==> src/rtl/hazard_ctrl.sv <==
// hazard_ctrl: stall and forwarding-select generator for the five-stage MIPS
// pipeline. Decodes the instruction in D and tracks destination register,
// result source and Tnew of every in-flight producer through E, M and W.
// Optional macro HAZARD_D_FORWARD_EN enables forwarding into the D-stage
// branch comparator; without it, D selects are 0 and Tuse=0 readers wait
// until their producer reaches W.

package hazard_ctrl_pkg;
  localparam logic [1:0] SRC_NONE = 2'd0;
  localparam logic [1:0] SRC_ALU  = 2'd1;
  localparam logic [1:0] SRC_MEM  = 2'd2;
  localparam logic [1:0] SRC_PC8  = 2'd3;

  typedef struct packed {
    logic [4:0] a3;
    logic [1:0] tnew;
    logic [1:0] src;
  } stage_t;

  function automatic logic [1:0] tnew_dec(input logic [1:0] t);
    return (t == 2'd0) ? 2'd0 : t - 2'd1;
  endfunction
endpackage

// One source operand (rs or rt): its stall vote and its D/E forward selects.
module hazard_ctrl_lane
  import hazard_ctrl_pkg::*;
(
  input  logic [4:0] src_d,
  input  logic [1:0] tuse_d,
  input  logic [4:0] src_e,
  input  logic [4:0] e_a3,
  input  logic [1:0] e_tnew,
  input  stage_t     m_st,
  input  stage_t     w_st,
  output logic       stall,
  output logic [2:0] d_sel,
  output logic [2:0] e_sel
);
  logic hit_e, hit_m;

  // src_d is already zeroed for unused operands, so $0 / unused never hits
  assign hit_e = (src_d != 5'd0) && (src_d == e_a3);
  assign hit_m = (src_d != 5'd0) && (src_d == m_st.a3);

`ifdef HAZARD_D_FORWARD_EN
  assign stall = (hit_e && (tuse_d < e_tnew)) ||
                 (hit_m && (tuse_d < m_st.tnew));

  // D compare operand: jal in E gives PC8E, a finished producer in M gives AO/PC8
  always_comb begin
    d_sel = 3'd0;
    if (hit_e && e_tnew == 2'd0)
      d_sel = 3'd1;
    else if (hit_m && m_st.tnew == 2'd0)
      d_sel = (m_st.src == SRC_PC8) ? 3'd3 : 3'd2;
  end
`else
  // no D forwarding: a Tuse=0 reader waits for the producer to leave M
  assign stall = (hit_e && ((tuse_d < e_tnew) || (tuse_d == 2'd0))) ||
                 (hit_m && ((tuse_d < m_st.tnew) || (tuse_d == 2'd0)));
  assign d_sel = 3'd0;
`endif

  // E operand: M (finished) has priority over W; W forwards any completed result
  always_comb begin
    e_sel = 3'd0;
    if (src_e != 5'd0 && src_e == m_st.a3 && m_st.tnew == 2'd0)
      e_sel = (m_st.src == SRC_PC8) ? 3'd2 : 3'd1;
    else if (src_e != 5'd0 && src_e == w_st.a3 && w_st.tnew == 2'd0 &&
             w_st.src != SRC_NONE)
      e_sel = 3'd3;
  end
endmodule

module hazard_ctrl
  import hazard_ctrl_pkg::*;
(
  input  logic        Clk,
  input  logic        Reset,
  input  logic [31:0] IRD,
  output logic        Stall,
  output logic [2:0]  Forward_RS_D_Sel,
  output logic [2:0]  Forward_RT_D_Sel,
  output logic [2:0]  Forward_RS_E_Sel,
  output logic [2:0]  Forward_RT_E_Sel
);
  localparam int NUM_SRC = 2;  // lane 0 = rs, lane 1 = rt

  logic [5:0] op, fn;
  logic [4:0] rs, rt, rd, shamt;
  logic       is_r, is_addu, is_subu, is_jr, is_ori, is_lui, is_lw, is_sw;
  logic       is_beq, is_jal;

  stage_t                      dec_st;
  logic [NUM_SRC-1:0][4:0]     src_d;
  logic [NUM_SRC-1:0][1:0]     tuse_d;

  stage_t                      e_q, m_q, w_q;
  logic [NUM_SRC-1:0][4:0]     src_e_q;

  logic [NUM_SRC-1:0]          lane_stall;
  logic [NUM_SRC-1:0][2:0]     d_sel, e_sel;

  assign op    = IRD[31:26];
  assign rs    = IRD[25:21];
  assign rt    = IRD[20:16];
  assign rd    = IRD[15:11];
  assign shamt = IRD[10:6];
  assign fn    = IRD[5:0];

  assign is_r    = (op == 6'h00) && (shamt == 5'd0);
  assign is_addu = is_r && (fn == 6'h21);
  assign is_subu = is_r && (fn == 6'h23);
  assign is_jr   = is_r && (fn == 6'h08);
  assign is_ori  = (op == 6'h0d);
  assign is_lui  = (op == 6'h0f);
  assign is_lw   = (op == 6'h23);
  assign is_sw   = (op == 6'h2b);
  assign is_beq  = (op == 6'h04);
  assign is_jal  = (op == 6'h03);

  // decode IRD: destination/Tnew/source, plus used operands and their Tuse
  always_comb begin
    dec_st = '0;
    src_d  = '0;
    tuse_d = '0;
    if (is_addu || is_subu) begin
      dec_st    = '{a3: rd, tnew: 2'd1, src: SRC_ALU};
      src_d[0]  = rs;
      src_d[1]  = rt;
      tuse_d[0] = 2'd1;
      tuse_d[1] = 2'd1;
    end else if (is_jr) begin
      src_d[0]  = rs;
      tuse_d[0] = 2'd0;
    end else if (is_ori) begin
      dec_st    = '{a3: rt, tnew: 2'd1, src: SRC_ALU};
      src_d[0]  = rs;
      tuse_d[0] = 2'd1;
    end else if (is_lui) begin
      dec_st    = '{a3: rt, tnew: 2'd1, src: SRC_ALU};
    end else if (is_lw) begin
      dec_st    = '{a3: rt, tnew: 2'd2, src: SRC_MEM};
      src_d[0]  = rs;
      tuse_d[0] = 2'd1;
    end else if (is_sw) begin
      src_d[0]  = rs;
      src_d[1]  = rt;
      tuse_d[0] = 2'd1;
      tuse_d[1] = 2'd2;
    end else if (is_beq) begin
      src_d[0]  = rs;
      src_d[1]  = rt;
    end else if (is_jal) begin
      dec_st    = '{a3: 5'd31, tnew: 2'd0, src: SRC_PC8};
    end
  end

  // advance tracking state; a stall injects a bubble into E
  always_ff @(posedge Clk or posedge Reset) begin
    if (Reset) begin
      e_q     <= '0;
      m_q     <= '0;
      w_q     <= '0;
      src_e_q <= '0;
    end else begin
      if (Stall) begin
        e_q     <= '0;
        src_e_q <= '0;
      end else begin
        e_q     <= dec_st;
        src_e_q <= src_d;
      end
      m_q <= '{a3: e_q.a3, tnew: tnew_dec(e_q.tnew), src: e_q.src};
      w_q <= '{a3: m_q.a3, tnew: tnew_dec(m_q.tnew), src: m_q.src};
    end
  end

  for (genvar i = 0; i < NUM_SRC; i++) begin : g_lane
    hazard_ctrl_lane u_lane (
      .src_d  (src_d[i]),
      .tuse_d (tuse_d[i]),
      .src_e  (src_e_q[i]),
      .e_a3   (e_q.a3),
      .e_tnew (e_q.tnew),
      .m_st   (m_q),
      .w_st   (w_q),
      .stall  (lane_stall[i]),
      .d_sel  (d_sel[i]),
      .e_sel  (e_sel[i])
    );
  end

  assign Stall            = |lane_stall;
  assign Forward_RS_D_Sel = d_sel[0];
  assign Forward_RT_D_Sel = d_sel[1];
  assign Forward_RS_E_Sel = e_sel[0];
  assign Forward_RT_E_Sel = e_sel[1];
endmodule

==> config.mk <==
export PLATFORM = sky130hd
export DESIGN_NAME = hazard_ctrl
export DESIGN_NICKNAME = d
export VERILOG_FILES = /design/src/rtl/hazard_ctrl.sv
export SDC_FILE = /design/constraint.sdc
export NUM_CORES = 1
export LEC_CHECK = 0
export BUFFER_PORTS_ARGS = -buffer_cell sky130_fd_sc_hd__buf_4
export CAP_MARGIN = 40
export CORE_MARGIN = 3
export CORE_UTILIZATION = 55
export CTS_CLUSTER_DIAMETER = 150
export CTS_CLUSTER_SIZE = 24
export DETAILED_ROUTE_END_ITERATION = 7
export PLACE_DENSITY = 0.78
export SLEW_MARGIN = 20
export SYNTH_ARGS = -nofsm -noshare
export SYNTH_HDL_FRONTEND = slang
export SYNTH_HIERARCHICAL = 1
export SYNTH_SLANG_ARGS = --single-unit
==> constraint.sdc <==
create_clock -name Clk -period 3.7 [get_ports Clk]
set_clock_uncertainty 0.1 [all_clocks]
set_input_delay 0.74 -clock Clk [delete_from_list [all_inputs] [get_ports Clk]]
set_output_delay 0.74 -clock Clk [all_outputs]
set_load 0.03 [all_outputs]
; After elaboration in Yosys (flattened, before gate mapping)
; Cells that the tools add are included.
[totals]
input_bits = 34
reg_bits = 37
elab_cells = 113
output_inout_bits = 13
[classes]
n_reduce_logical = 42
magnitude_cmp = 4
addsub = 2
n_eq_ne = 18
muxes = 36
[op_table]
columns = operator, count
row1 = two-way mux 9 bit, 9
row2 = two-way mux 10 bit, 5
row3 = equality test 5 bit, 8
row4 = two-way mux 5 bit, 6
row5 = "equality test 6 bit, second input constant", 4
row6 = logical AND 1 bit, 22
row7 = two-way mux 2 bit, 11
row8 = nonzero test 5 bit, 4
row9 = "equality test 6 x 4 -> 1 bit, second input constant", 3
row10 = two-way mux 4 bit, 3
row11 = logical NOT 2 bit, 5
row12 = < comparator 2 bit, 4
row13 = logical OR 1 bit, 7
row14 = "equality test 6 x 2 -> 1 bit, second input constant", 1
row15 = "equality test 6 x 3 -> 1 bit, second input constant", 1
row16 = logical NOT 6 bit, 1
row17 = two-way mux 3 bit, 2
row18 = logical NOT 5 bit, 1
row19 = "subtractor 2 x 1 -> 2 bit, second input constant", 2
row20 = "equality test 2 bit, second input constant", 1
row21 = nonzero test 2 bit, 1
row22 = OR reduction 2 bit, 1

; Logic depth before layout (Yosys ltp)
[logic_depth]
word_depth = 14
ltp_mapped = 13
depth_no_buf = 12

; By module
; Netlist, hierarchy kept.
[by_module_without_submodules]
columns = mod, area_per_inst_um2, cells_each, n_inst
row1 = hazard_ctrl, 1517.7, 116, 1
row2 = hazard_ctrl_lane, 394.1, 52, 2

; Worst setup path before layout
; Ideal clock, no wire load.
[synth_timing]
kind = in2reg
from = input port IRD[31]
to = register e_q[4] in the netlist's numbering
cell_stages = 11
arrival_ns = 3.431
required_time_ns = 3.536
path_buffers = 1
setup_slack_ns = 0.105
path_cell_list = buf_6 -> and4b_2 -> a22oi_1 -> o22ai_1 -> and2_1 -> or4_1 -> o22a_1 -> or4b_4 -> a21oi_1 -> o21ai_0 -> a21bo_1
[synth_lines]
columns = item, line_no
row1 = start: declaration, 81  ; input logic [31:0] IRD,
row2 = end signal: assignment, 172  ; e_q <= dec_st;
row3 = end: declaration, 99  ; stage_t e_q, m_q, w_q;

==> run_results.csv <==
group,metric,value,unit
sta,period_minus_slack,3.65,ns
power_and_ir_drop,p_leak,1.47,nW
critical_path,critPathMaxFanout,6,
critical_path,critical_path_sink_type,"output pin",
sta,final_max_slew_viol_count,0,
global_route,global_route_wire_length_before_repair,8690,um
sta,hold_viol,0,
drt,route.final.wire_length,5450,um
drt,route.antenna.remaining_nets,0,
global_route,grt_usage,22.5,%
place,gpl.final_weighted_congestion,0.908,
clocking,h-tree-depth,2,
finish,multiInputGateArea,0.00140,mm2
logic_synthesis,synth_edf_count,0,
global_route,grt_overflow_total,0,
critical_path,regToRegStartpoint,"m_q[3]$_DFF_PP0_",
logic_synthesis,synthDominantAreaCellType,"sky130_fd_sc_hd__dfrtp_1",
power_and_ir_drop,seq_power_share,50.3,%
global_route,first_global_vias,1880,
floorplanning,die-height,70.8,um
global_route,grt_max_degree,21,
power_and_ir_drop,worst_ir_drop_vdd,0.154,mV
min_path,min_path_cells,0,
logic_synthesis,synth_cells,220,
clocking,clock_tree.root_cell,"sky130_fd_sc_hd__clkbuf_8",
logic_synthesis,count_of_warnings_emitted_by_yosys,6,
critical_path,criticalPathCategory,"input pin to output pin",
logic_synthesis,synth_top_cell_area_share,40.2,%
clocking,max-clock-path-buffers,2,
finish,post_route_cells_drive_above_1_share,32.9,%
logic_synthesis,syn-cell-area,0.00231,mm2
sta,worst_slew_pin_slew,0.555,ns
floorplanning,start_util,59.8,%
place,placedCellCount,323,
clocking,worstSkewPairLatency,0.28,ns
finish,layout_commonest_cell,"sky130_fd_sc_hd__buf_4",
finish,total_of_fill_cells_in_the_finished_design,260,
logic_synthesis,synth_area_per_cell,10.5,um2
power_and_ir_drop,net-switching-power,0.219,mW
finish,nNetsFinal,325,
logic_synthesis,synth.lib_cells_used.distinct,43,
critical_path,setup.worst_path.start_class,"input pin",
sta,slew-limit-headroom,62.7,%
global_route,antenna_found_initial,0,
min_path,hold_path_startpoint,"e_q[1]$_DFF_PP0_",
logic_synthesis,async_reset_ff_share,100,%
drt,avgRoutedWirePerCell,16.3,um
min_path,hold_path.class,"register to register",
power_and_ir_drop,pwr-share-comb,20.1,%
logic_synthesis,netlist_top_cells_area,"sky130_fd_sc_hd__dfrtp_1 (40%), sky130_fd_sc_hd__xnor2_1 (8.7%), sky130_fd_sc_hd__xor2_1 (6.8%), sky130_fd_sc_hd__and2_1 (6.5%), sky130_fd_sc_hd__buf_4 (2.6%)",
place,dp.final_hpwl,4260,um
floorplanning,design.core.area,0.00385,mm2
place,buffer_ports.inserted,38,
critical_path,required,2.86,ns
floorplanning,number_of_rows_in_the_core_area,22,
drt,detailedRoute.firstIterationViolations,83,
clocking,tritoncts,"done",
critical_path,rr_endpoint,"e_q[6]$_DFF_PP0_",
floorplanning,floorplan.die.width,70.8,um
logic_synthesis,synth_ff_type,"sky130_fd_sc_hd__dfrtp_1",
drt,vias,1866,
logic_synthesis,synth.yosys.seq_area_share,40.2,%
power_and_ir_drop,power_density,281,mW/mm2
finish,fin_area,0.00297,mm2
floorplanning,top_level_i_o_count,47,
finish,final_cell_count_no_fill,334,
drt,post-route-drc-count,0,
finish,sequential_cell_area,926,um2
critical_path,arrival,2.81,ns
power_and_ir_drop,power.switching_fraction,26.1,%
sta,finalSetupViolations,0,
drt,vias_per_instance,5.59,
power_and_ir_drop,p_int,0.618,mW
flow_run,max_cap_viol_count,0,
critical_path,worst_r2r_path_depth,10,
finish,utilization,77.2,%
sta,fmax,274,MHz
clocking,cts.reportedPaths.clkPinSlew,0.06,ns
min_path,min_delay_worst_endpoint,"m_q[1]$_DFF_PP0_",
finish,syn_to_final_growth,29.0,%
sta,final.period_utilization,98.7,%
sta,grt_setup_unrepaired,"true",
finish,n_antenna_cell,0,
logic_synthesis,yosys_register_bits,37,
critical_path,setup.worst_path.start,"IRD[31]",
critical_path,rrSetupSlack,1.01,ns
power_and_ir_drop,power.clock.fraction,29.6,%
place,place_area,0.00276,mm2
finish,layout.cells.most_common_list,"sky130_fd_sc_hd__buf_4 (55), sky130_fd_sc_hd__dfrtp_1 (37), sky130_fd_sc_hd__and2_1 (22), sky130_fd_sc_hd__xnor2_1 (21), sky130_fd_sc_hd__xor2_1 (18)",
clocking,inserted_clock_buffers,5,
floorplanning,fp.dieArea,0.00501,mm2
drt,firstDrtPassIters,4,
run_status,run_status,"completed",
clocking,tritoncts_sink_count,37,
state kept, by name (all words and copies together) (netlist names):
signal,flops
e_q,9
m_q,9
src_e_q,10
w_q,9
cell families after synthesis:
family | synth area share, %
AND/OR/NAND/NOR | 24.5
buffers and inverters | 4.29
XOR/XNOR | 15.6
AO/OA/AOI/OAI | 11.1
multiplexers | 1.74
other | 0.488
flip-flops | 40.2
adder cells (fa/ha/maj) | 2.17
how the worst max path moves through the flow:
stage,cells past startpoint,slack [ns],to
2_1_floorplan,11,0.10,e_q[4]$_DFF_PP0_
3_3_place_gp,11,-0.02,e_q[5]$_DFF_PP0_
3_5_place_dp,11,-0.08,e_q[4]$_DFF_PP0_
4_1_cts,12,0.02,Stall
5_1_grt,12,-0.09,Stall
6_report,10,0.05,Stall
layout make-up:
cell class	count	share of cell area, %
well taps	48	2.02
flip-flops and latches	37	31.1
multi-input cells	176	46.9
repair buffers	61	16.7
clock buffers	5	2.31
inverters	6	0.757
clock inverters	1	0.168
worst max-delay path: stages:
cell and delay [ns]:
sky130_fd_sc_hd__buf_4 0.14, sky130_fd_sc_hd__and4b_2 0.27, sky130_fd_sc_hd__a22oi_2 0.26, sky130_fd_sc_hd__o22ai_4 0.13, sky130_fd_sc_hd__and2_1 0.19, sky130_fd_sc_hd__or4_1 0.50
sky130_fd_sc_hd__o22a_1 0.24, sky130_fd_sc_hd__nor2_2 0.14, sky130_fd_sc_hd__inv_2 0.06, sky130_fd_sc_hd__buf_6 0.13
per-stage QoR:
step	setup TNS, ns	power, mW	hold WS [ns]	setup WS (ns)
after floorplan	0	0.518	0.231	0.105
after global placement	-0.0720	0.575	0.234	-0.0227
after detailed placement	-0.348	0.581	0.236	-0.0844
after CTS	0	0.829	0.243	0.0185
after global routing	-0.0920	0.878	0.254	-0.0920
final	0	0.837	0.245	0.0473
power groups by stage:
stage | combinational (mW) | clock [mW] | sequential, mW
3_3_place_gp | 0.148 | 0 | 0.428
6_report | 0.168 | 0.248 | 0.421
4_1_cts | 0.155 | 0.253 | 0.420
5_1_grt | 0.183 | 0.274 | 0.421
3_5_place_dp | 0.153 | 0 | 0.428
2_1_floorplan | 0.0930 | 0 | 0.425
per-layer routing:
layer	vias to the layer above	track usage [%]	share of wire [%]	wire, um
li1	895	-	-	-
met1	898	25.9	38	2070
met2	63	40.9	55	2980
met3	10	4.12	5.3	290
met4	0	8.98	2.0	108
met5	-	0	0	0
synth_stat cells (3+ instances only):
cell / count
sky130_fd_sc_hd__inv_1: 6
sky130_fd_sc_hd__nand2_1: 3
sky130_fd_sc_hd__xor2_1: 18
sky130_fd_sc_hd__ha_1: 4
sky130_fd_sc_hd__or4_1: 6
sky130_fd_sc_hd__o211ai_1: 4
sky130_fd_sc_hd__o21ai_0: 3
sky130_fd_sc_hd__and2_1: 24
sky130_fd_sc_hd__nor2_1: 13
sky130_fd_sc_hd__conb_1: 3
sky130_fd_sc_hd__a21oi_1: 4
sky130_fd_sc_hd__xnor2_1: 23
sky130_fd_sc_hd__o22ai_1: 7
sky130_fd_sc_hd__dfrtp_1: 37
sky130_fd_sc_hd__mux2i_1: 4
sky130_fd_sc_hd__a21bo_1: 4
sky130_fd_sc_hd__buf_4: 8
sky130_fd_sc_hd__nor4_1: 6
sky130_fd_sc_hd__nor3_2: 3
sky130_fd_sc_hd__nand4_1: 4
sky130_fd_sc_hd__or3_1: 3
sky130_fd_sc_hd__nor3b_1: 5
what timing repair did:
action	4_1_cts	5_1_grt
gates cloned	0	0
setup buffers	0	5
endpoints found under the setup margin	1	1
hold buffers	0	0
gates resized for setup	4	18
pin swaps	0	12
Power figures use the tool's default switching activity.
